$ cat config.mk
export PLATFORM = sky130hd
export DESIGN_NAME = ic7458_pin_tester_flat
export DESIGN_NICKNAME = d
export VERILOG_FILES = /design/src/rtl/ic7458_pkg.sv /design/src/rtl/ic7458_if.sv /design/src/rtl/ic7458_ref_model.sv /design/src/rtl/ic7458_pin_tester.sv /design/src/flat_wrapper.sv
export SDC_FILE = /design/constraint.sdc
export NUM_CORES = 1
export LEC_CHECK = 0
export ABC_AREA = 1
export BUFFER_PORTS_ARGS = -buffer_cell sky130_fd_sc_hd__buf_2
export CORE_MARGIN = 2
export CORE_UTILIZATION = 56
export CTS_BUF_LIST = sky130_fd_sc_hd__clkbuf_16
export DETAILED_ROUTE_END_ITERATION = 16
export GPL_ROUTABILITY_DRIVEN = 0
export HOLD_SLACK_MARGIN = 0.15
export PLACE_DENSITY = 0.84
export SYNTH_ARGS = -nofsm -noshare
export SYNTH_HDL_FRONTEND = slang
export SYNTH_SLANG_ARGS = --single-unit
export TNS_END_PERCENT = 1
$ cat constraint.sdc
create_clock -name clk -period 1.9 [get_ports clk]
set_input_delay 0.38 -clock clk [delete_from_list [all_inputs] [get_ports clk]]
set_output_delay 0.38 -clock clk [all_outputs]
set_load 0.05 [all_outputs]
$ cat src/rtl/ic7458_pkg.sv
// Shared types, constants and golden function for the 7458 AND-OR pin tester.
package ic7458_pkg;

  localparam int NUM_VEC = 1024;
  localparam int VEC_W   = 10;

  typedef enum logic [2:0] {
    IDLE   = 3'd0,
    DRIVE  = 3'd1,
    SETTLE = 3'd2,
    CHECK  = 3'd3,
    DONE   = 3'd4
  } tester_state_t;

  // Expected chip outputs for one input vector, returned as {p1y, p2y}.
  // vec[5:0] = p1a..p1f, vec[9:6] = p2a..p2d.
  function automatic logic [1:0] ic7458_golden(input logic [VEC_W-1:0] vec);
    logic p1y;
    logic p2y;
    p1y = (vec[0] & vec[1] & vec[2]) | (vec[3] & vec[4] & vec[5]);
    p2y = (vec[6] & vec[7]) | (vec[8] & vec[9]);
    return {p1y, p2y};
  endfunction

endpackage

$ cat src/rtl/ic7458_if.sv
// Pin bundle between the tester (master drives inputs) and the chip (slave drives outputs).
interface ic7458_if;
  logic [5:0] drv_p1;
  logic [3:0] drv_p2;
  logic       obs_p1y;
  logic       obs_p2y;

  modport master (output drv_p1, output drv_p2, input obs_p1y, input obs_p2y);
  modport slave  (input drv_p1, input drv_p2, output obs_p1y, output obs_p2y);
endinterface

$ cat src/rtl/ic7458_ref_model.sv
// Combinational golden model of the 7458 AND-OR chip, indexed by the flat vector.
module ic7458_ref_model
  import ic7458_pkg::*;
(
  input  logic [VEC_W-1:0] vec,
  output logic [1:0]       golden
);

  assign golden = ic7458_golden(vec);

endmodule

$ cat src/rtl/ic7458_pin_tester.sv
// Exhaustive sweep tester for a 7458-style AND-OR chip: drives every input
// vector, waits SETTLE_CYCLES, samples both outputs and tallies mismatches.
//
// Control handshake: start is a level sampled only in IDLE or DONE and ignored
// while busy; done is a registered level that rises one cycle after the last
// vector is checked and stays high until the next accepted start or an abort;
// pass/err_count/first_fail_* are valid whenever done is high; abort overrides
// start and every transition, returning to IDLE with results and pins held.
module ic7458_pin_tester
  import ic7458_pkg::*;
#(
  parameter int SETTLE_CYCLES = 2
)
(
  input  logic              clk,
  input  logic              areset_n,
  input  logic              start,
  input  logic              abort,
  ic7458_if.master          pins,
  output logic              busy,
  output logic              done,
  output logic              pass,
  output logic [10:0]       err_count,
  output logic [VEC_W-1:0]  first_fail_vec,
  output logic              first_fail_valid,
  output tester_state_t     dbg_state
);

  // Last count value in SETTLE; unused when SETTLE_CYCLES is 0 (SETTLE is skipped).
  localparam logic [3:0] SETTLE_LAST = 4'(SETTLE_CYCLES - 1);

  tester_state_t    state;
  tester_state_t    state_next;
  logic [VEC_W-1:0] vec;
  logic [3:0]       settle_cnt;
  logic [5:0]       drv_p1_q;
  logic [3:0]       drv_p2_q;
  logic [1:0]       golden;
  logic             mismatch;
  logic             last_vec;
  logic             settle_done;
  logic             clear_results;
  logic             load_drv;
  logic             do_check;
  logic             hold_done;

  ic7458_ref_model u_ref (
    .vec    (vec),
    .golden (golden)
  );

  assign mismatch    = ({pins.obs_p1y, pins.obs_p2y} != golden);
  assign last_vec    = (vec == VEC_W'(NUM_VEC - 1));
  assign settle_done = (settle_cnt == SETTLE_LAST);
  assign hold_done   = (state == DONE) && (state_next == DONE);
  assign pins.drv_p1 = drv_p1_q;
  assign pins.drv_p2 = drv_p2_q;
  assign dbg_state   = state;

  // State register.
  always_ff @(posedge clk or negedge areset_n) begin
    if (!areset_n) state <= IDLE;
    else           state <= state_next;
  end

  // Next-state decode and per-state strobes; abort overrides everything.
  always_comb begin
    state_next    = state;
    busy          = 1'b0;
    clear_results = 1'b0;
    load_drv      = 1'b0;
    do_check      = 1'b0;
    case (state)
      IDLE, DONE: begin
        if (start) begin
          clear_results = 1'b1;
          state_next    = DRIVE;
        end
      end
      DRIVE: begin
        busy       = 1'b1;
        load_drv   = 1'b1;
        state_next = (SETTLE_CYCLES == 0) ? CHECK : SETTLE;
      end
      SETTLE: begin
        busy = 1'b1;
        if (settle_done) state_next = CHECK;
      end
      CHECK: begin
        busy       = 1'b1;
        do_check   = 1'b1;
        state_next = last_vec ? DONE : DRIVE;
      end
      default: state_next = IDLE;
    endcase
    if (abort) begin
      state_next    = IDLE;
      clear_results = 1'b0;
      load_drv      = 1'b0;
      do_check      = 1'b0;
    end
  end

  // Vector counter, pin drive, settle timer, error tally and result flags.
  always_ff @(posedge clk or negedge areset_n) begin
    if (!areset_n) begin
      vec              <= '0;
      settle_cnt       <= '0;
      drv_p1_q         <= '0;
      drv_p2_q         <= '0;
      err_count        <= '0;
      first_fail_vec   <= '0;
      first_fail_valid <= 1'b0;
      done             <= 1'b0;
      pass             <= 1'b0;
    end else begin
      done <= hold_done;
      pass <= hold_done && (err_count == 11'd0);
      if (state == SETTLE) settle_cnt <= settle_cnt + 4'd1;
      if (clear_results) begin
        vec              <= '0;
        err_count        <= '0;
        first_fail_vec   <= '0;
        first_fail_valid <= 1'b0;
      end
      if (load_drv) begin
        drv_p1_q   <= vec[5:0];
        drv_p2_q   <= vec[9:6];
        settle_cnt <= '0;
      end
      if (do_check) begin
        if (mismatch) begin
          err_count <= err_count + 11'd1;
          if (!first_fail_valid) begin
            first_fail_vec   <= vec;
            first_fail_valid <= 1'b1;
          end
        end
        if (!last_vec) vec <= vec + 10'd1;
      end
    end
  end

endmodule

$ cat src/flat_wrapper.sv
// flat-port wrapper written by rule: the top's interface ports become plain ports
module ic7458_pin_tester_flat import ic7458_pkg::*;
#(
  parameter int SETTLE_CYCLES = 2
)
  (clk, areset_n, start, abort, busy, done, pass, err_count, first_fail_vec, first_fail_valid, dbg_state, pins_drv_p1, pins_drv_p2, pins_obs_p1y, pins_obs_p2y);
  ic7458_if pins_i ();
  input  logic clk;
  input  logic areset_n;
  input  logic start;
  input  logic abort;
  output logic busy;
  output logic done;
  output logic pass;
  output logic [10:0] err_count;
  output logic [VEC_W-1:0] first_fail_vec;
  output logic first_fail_valid;
  output tester_state_t dbg_state;
  output wire logic [$bits(pins_i.drv_p1)-1:0] pins_drv_p1;
  output wire logic [$bits(pins_i.drv_p2)-1:0] pins_drv_p2;
  input wire logic [$bits(pins_i.obs_p1y)-1:0] pins_obs_p1y;
  input wire logic [$bits(pins_i.obs_p2y)-1:0] pins_obs_p2y;
  assign pins_drv_p1 = pins_i.drv_p1;
  assign pins_drv_p2 = pins_i.drv_p2;
  assign pins_i.obs_p1y = pins_obs_p1y;
  assign pins_i.obs_p2y = pins_obs_p2y;
  ic7458_pin_tester #(.SETTLE_CYCLES(SETTLE_CYCLES)) u_core (.clk(clk), .areset_n(areset_n), .start(start), .abort(abort), .pins(pins_i), .busy(busy), .done(done), .pass(pass), .err_count(err_count), .first_fail_vec(first_fail_vec), .first_fail_valid(first_fail_valid), .dbg_state(dbg_state));
endmodule
# After elaboration in Yosys (flattened, before gate mapping)
# Cells that the tools add are included.
# Widths: inputs -> output; s select.
# totals
register_bits	51
inputBits	6
elab_cells	65
# classes
n_addsub	3
eq_ne	8
muxes	29
n_bitwise	8
reduce_logical	7
# ops
cell	count
$mux 10	7
$mux 11	3
$mux 1	12
$mux 3	4
$pmux 3 s4	1
$add 11x1->11 const B	1
$logic_not 11->1	1
$add 10x1->10 const B	1
$eq 10x10->1 const B	1
$mux 4	2
$and 1x1->1	6
$eq 3x2->1 const B	2
$eq 3x3->1 const B	2
$add 4x1->4 const B	1
$eq 4x1->1 const B	1
$eq 3x1->1 const B	1
$logic_not 3->1	1
$reduce_or 3->1	1
$logic_and 1x1->1	2
$ne 2x2->1	1
$or 1x1->1	2
$reduce_bool 2->1	1
$reduce_or 2->1	1

# Longest topological paths before layout
# logic_depth
word_depth	8
depth_mapped	10

# Modules after synthesis
# A second synthesis with hierarchy kept.
# unflattened
hier_cells	361
area_unflattened_um2	2685.1
# by_module_without_submodules
mod	n_inst	cells_per_inst	area_each_um2
ic7458_pin_tester	1	355	2660.1
ic7458_ref_model	1	6	25.0

# Worst setup path before layout
# No wires, ideal clock.
# synth_timing
kind	register -> output
start	register u_core.state[1] (netlist: u_core.dbg_state[1])
end	output busy
arrival_ps	1558
path_slack_ps	-38
stages_incl_launch_ff	5
path_cell_list	dfrtp_1 > inv_1 > nand2_1 > inv_1 > nor2_1
# synth_via
elab_chain_cells	3
elab_cells_between_ends	5
# synth_rtl
item	line	rtl
start, declared	ic7458_pin_tester.sv:32	tester_state_t state;
start signal, assigned	ic7458_pin_tester.sv:63	else state <= state_next;
$eq 3x1->1 or $eq 3x2->1 (tied branches)	ic7458_pin_tester.sv:73	case (state)
$reduce_or 3->1 (no source line) *	--	
$mux 1 *	ic7458_pin_tester.sv:73	
end, declared	flat_wrapper.sv:12	output logic busy;
# Every way passes the cells marked *; elsewhere a longest branch is shown, timed or not.

# Worst setup path in the final report
# layout_timing
start	register u_core.vec[0]
end	register u_core.first_fail_vec[8]
# layout_via
elab_chain_cells	6
# layout_rtl
item	line	rtl
start, declared	ic7458_pin_tester.sv:34	logic [VEC_W-1:0] vec;
start signal, assigned	ic7458_pin_tester.sv:139	if (!last_vec) vec <= vec + 10'd1;
$and 1x1->1 (2 in a row)	ic7458_pkg.sv:20	p1y = (vec[0] & vec[1] & vec[2]) | (vec[3] & vec[4] & vec[5]);
$or 1x1->1	ic7458_pkg.sv:20	
$ne 2x2->1	ic7458_pin_tester.sv:52	assign mismatch = ({pins.obs_p1y, pins.obs_p2y} != golden);
$mux 10	ic7458_pin_tester.sv:132	if (mismatch) begin
$mux 10	ic7458_pin_tester.sv:131	if (do_check) begin
end signal, assigned	ic7458_pin_tester.sv:135	first_fail_vec <= vec;
end, declared	ic7458_pin_tester.sv:24	output logic [VEC_W-1:0] first_fail_vec,
# Every way passes these cells.
# A chain may end at the register's enable or synchronous reset.

==> results.md <==
- Maximum VDD drop: 0.376 mV
- Post-CTS Setup Inserts: 0
- Layout area overhead: 15.6%
- Vias per cell: 5.03
- Total core area: 4750 um^2
- Initial antenna violation count: 0
- FILL cells: 392
- Pleak: 1.79 nW
- Worst-Margin Slew: 0.520 ns
- Metal-1 WL: 2.60 mm
- Max Clk Rate: 589 MHz
- Period utilization: 89.4%
- Die area: 5540 um^2
- # clock sinks: 51
- Iter 0 DRT Violations: 149
- Status: finished clean
- Critical Path AT: 1.88 ns
- Vias in the first global route: 2098
- Pwr/cell area: 751 nW/um^2
- WL per Instance: 12.2 um
- TritonCTS clock tree: yes
- Final setup vio count: 0
- Share of layout cells above drive strength 1: 19.9%
- First-pass GRT wire length: 9.40 mm
- Clk slew on worst S/H paths: 0.07 ns
- Synth cell types: 32
- Setup TNS: 0 ns
- Die span in y: 74.4 um
- Top Layer Used: met4
- Final net count: 407
- Syn Area/Cell: 7.98 um^2
- Register bit count reported by yosys: 51
- Hold Path Class: in -> reg
- Slew headroom: 65.1%
- CTS resizes: 0
- Root buf cell: clkbuf_16
- Max-slew violations: 0
- Congestion Overflow GR: 0
- CTS H-tree lvls: 2
- Synth Instances: 348
- I/O pins: 44
- Hold Violations, Final: 0
- Vias: 2329
- Clock Skew: 0.00539 ns
- Largest net degree at the start of global routing: 52
- Hold slack: 0.303 ns
- Diode count: 0
- Mapped Nets: 360
- Synth warn: 0
- CP Launch Type: flip-flop
- Cell Area, Synth: 2780 um^2
- CTS buffer count: 5
- Min cycle time layout: 1.70 ns
- WL met3: 203 um
- Width of the die: 74.4 um
- DRC: 0
- CTS max path bufs: 2
- Drt total wl: 5.65 mm
- 1st-pass router iterations: 5
- Row count: 25
- Port bufs: 43
- RSZ-0062 raised after global routing: false
- Crit path max fanout: 21
- CP Class: reg -> reg
- Crit path capture type: flip-flop
- Starting Density: 58.4%
- Routed Antenna Nets: 0
- DP Wirelength: 3.94 mm
- Latest clock arrival within the worst-skew pair: 0.29 ns
- Met2 routed WL: 2.79 mm
- CP Data Required Time: 2.08 ns
- Seq/Total Area, Yosys: 46.0%
- Max-cap violations: 0
- Overall routing resource usage: 21.7%
==> metrics by stage <==
step                      cell area (um^2)  worst slack (ns)  util, %  instances  power (mW)
after floorplan                       2780             0.177        -        348        1.44
after global placement                3060             0.277     64.3        454        1.53
after detailed placement              3060             0.230     64.3        454        1.55
after CTS                             3210             0.192     67.5        463        2.43
after global routing                  3210            0.0671     67.5        463        2.51
final                                 3210             0.201     67.5        463        2.41
==> power by group <==
group / total, mW / switching [mW] / internal [mW] / leakage (nW)
combinational: 0.337 / 0.244 / 0.0927 / 1.02
sequential: 1.19 / 0.0508 / 1.14 / 0.707
clock: 0.885 / 0.398 / 0.486 / 0.0674
==> cells by family after synthesis <==
kind of cell / after synthesis / synth area share (%)
adders and majority gates: 6 / 2.70
buffers and inverters: 68 / 11.3
AOI/OAI and AO/OA: 46 / 10.3
DFF: 51 / 46.0
xor gates and xnor gates: 5 / 1.58
and+or+nand+nor: 172 / 28.2
==> routing by layer <==
layer  vias up  global-route usage (%)
li1       1188                       -
met1      1083                    28.7
met4         0                    6.15
met2        50                    37.0
met3         8                    3.66
met5         -                       0
==> cells in the final DEF (no fill, tap or decap), drive strengths merged <==
cell and instances:
a21boi 3, a21o 1, a21oi 6, a31oi 1
buf 50, clkbuf 5, clkinv 2, clkinvlp 1
dfrtp 51, dlygate4sd3 1, ha 6, inv 57
nand2 104, nand3 33, nand4 8, nor2 22
nor3 4, nor4 1, o21a 1, o21ai 34
xnor2 1, xor2 4
==> synth_stat cells, drive strengths merged <==
cell type,number,share of area (%)
a31oi,1,0.23
nor2,22,3.6
dfrtp,51,46
ha,6,2.7
a21o,1,0.27
buf,8,2.8
o21a,1,0.27
xor2,4,1.3
nand2,104,15
nand3,33,6.6
nor3,4,0.72
inv,57,7.7
xnor2,1,0.32
clkbuf,3,0.77
nand4,8,2.3
a21oi,6,1.1
o21ai,34,7.6
a21boi,3,0.81
nor4,1,0.23
==> cell type report <==
| type | instances | area (um^2) | share of cell area, % |
|---|---|---|---|
| clock buffers | 5 | 125 | 3.90 |
| clock inverters | 3 | 20.0 | 0.624 |
| inverters | 57 | 214 | 6.66 |
| multi-input cells | 229 | 1190 | 37.0 |
| flip-flops and latches | 51 | 1280 | 39.8 |
| well taps | 67 | 83.8 | 2.61 |
| repair buffers | 51 | 303 | 9.43 |
==> final timing paths <==
path	startpoint	to	slack (ns)	depth (start not counted)
max	u_core.vec[0]	u_core.first_fail_vec[8]	0.20	9
min	abort	u_core.dbg_state[2]	0.30	2
min in group asynchronous	areset_n	u_core.err_count[10]	0.62	3
max in group asynchronous	areset_n	u_core.settle_cnt[3]	1.06	3
min reg2reg	u_core.pins.drv_p2[0]	u_core.pins.drv_p2[0]	0.48	2
max reg2reg	u_core.vec[0]	u_core.first_fail_vec[8]	0.20	9
==> worst max-delay path, cell delays in order, from the launching register on <==
cell and delay (ns):
dfrtp_1 0.41, ha_1 0.23, ha_1 0.18, inv_1 0.07
nand3_1 0.11, nand3_4 0.17, nand3_2 0.11, buf_12 0.18
nand2_1 0.09, o21ai_2 0.06
==> registers in the layout, summed over array words and instances, names as in the netlist <==
name	flops
u_core.done	1
u_core.pins.drv_p2	4
u_core.pass	1
u_core.settle_cnt	4
u_core.vec	10
u_core.pins.drv_p1	6
u_core.first_fail_valid	1
u_core.dbg_state	3
u_core.err_count	11
u_core.first_fail_vec	10
==> what timing repair did <==
action	in CTS	in global routing
hold buffers	1	0
endpoints found under the hold margin	51	0
endpoints found under the setup margin	0	0
No activity file was read; power rests on OpenSTA's default activity.
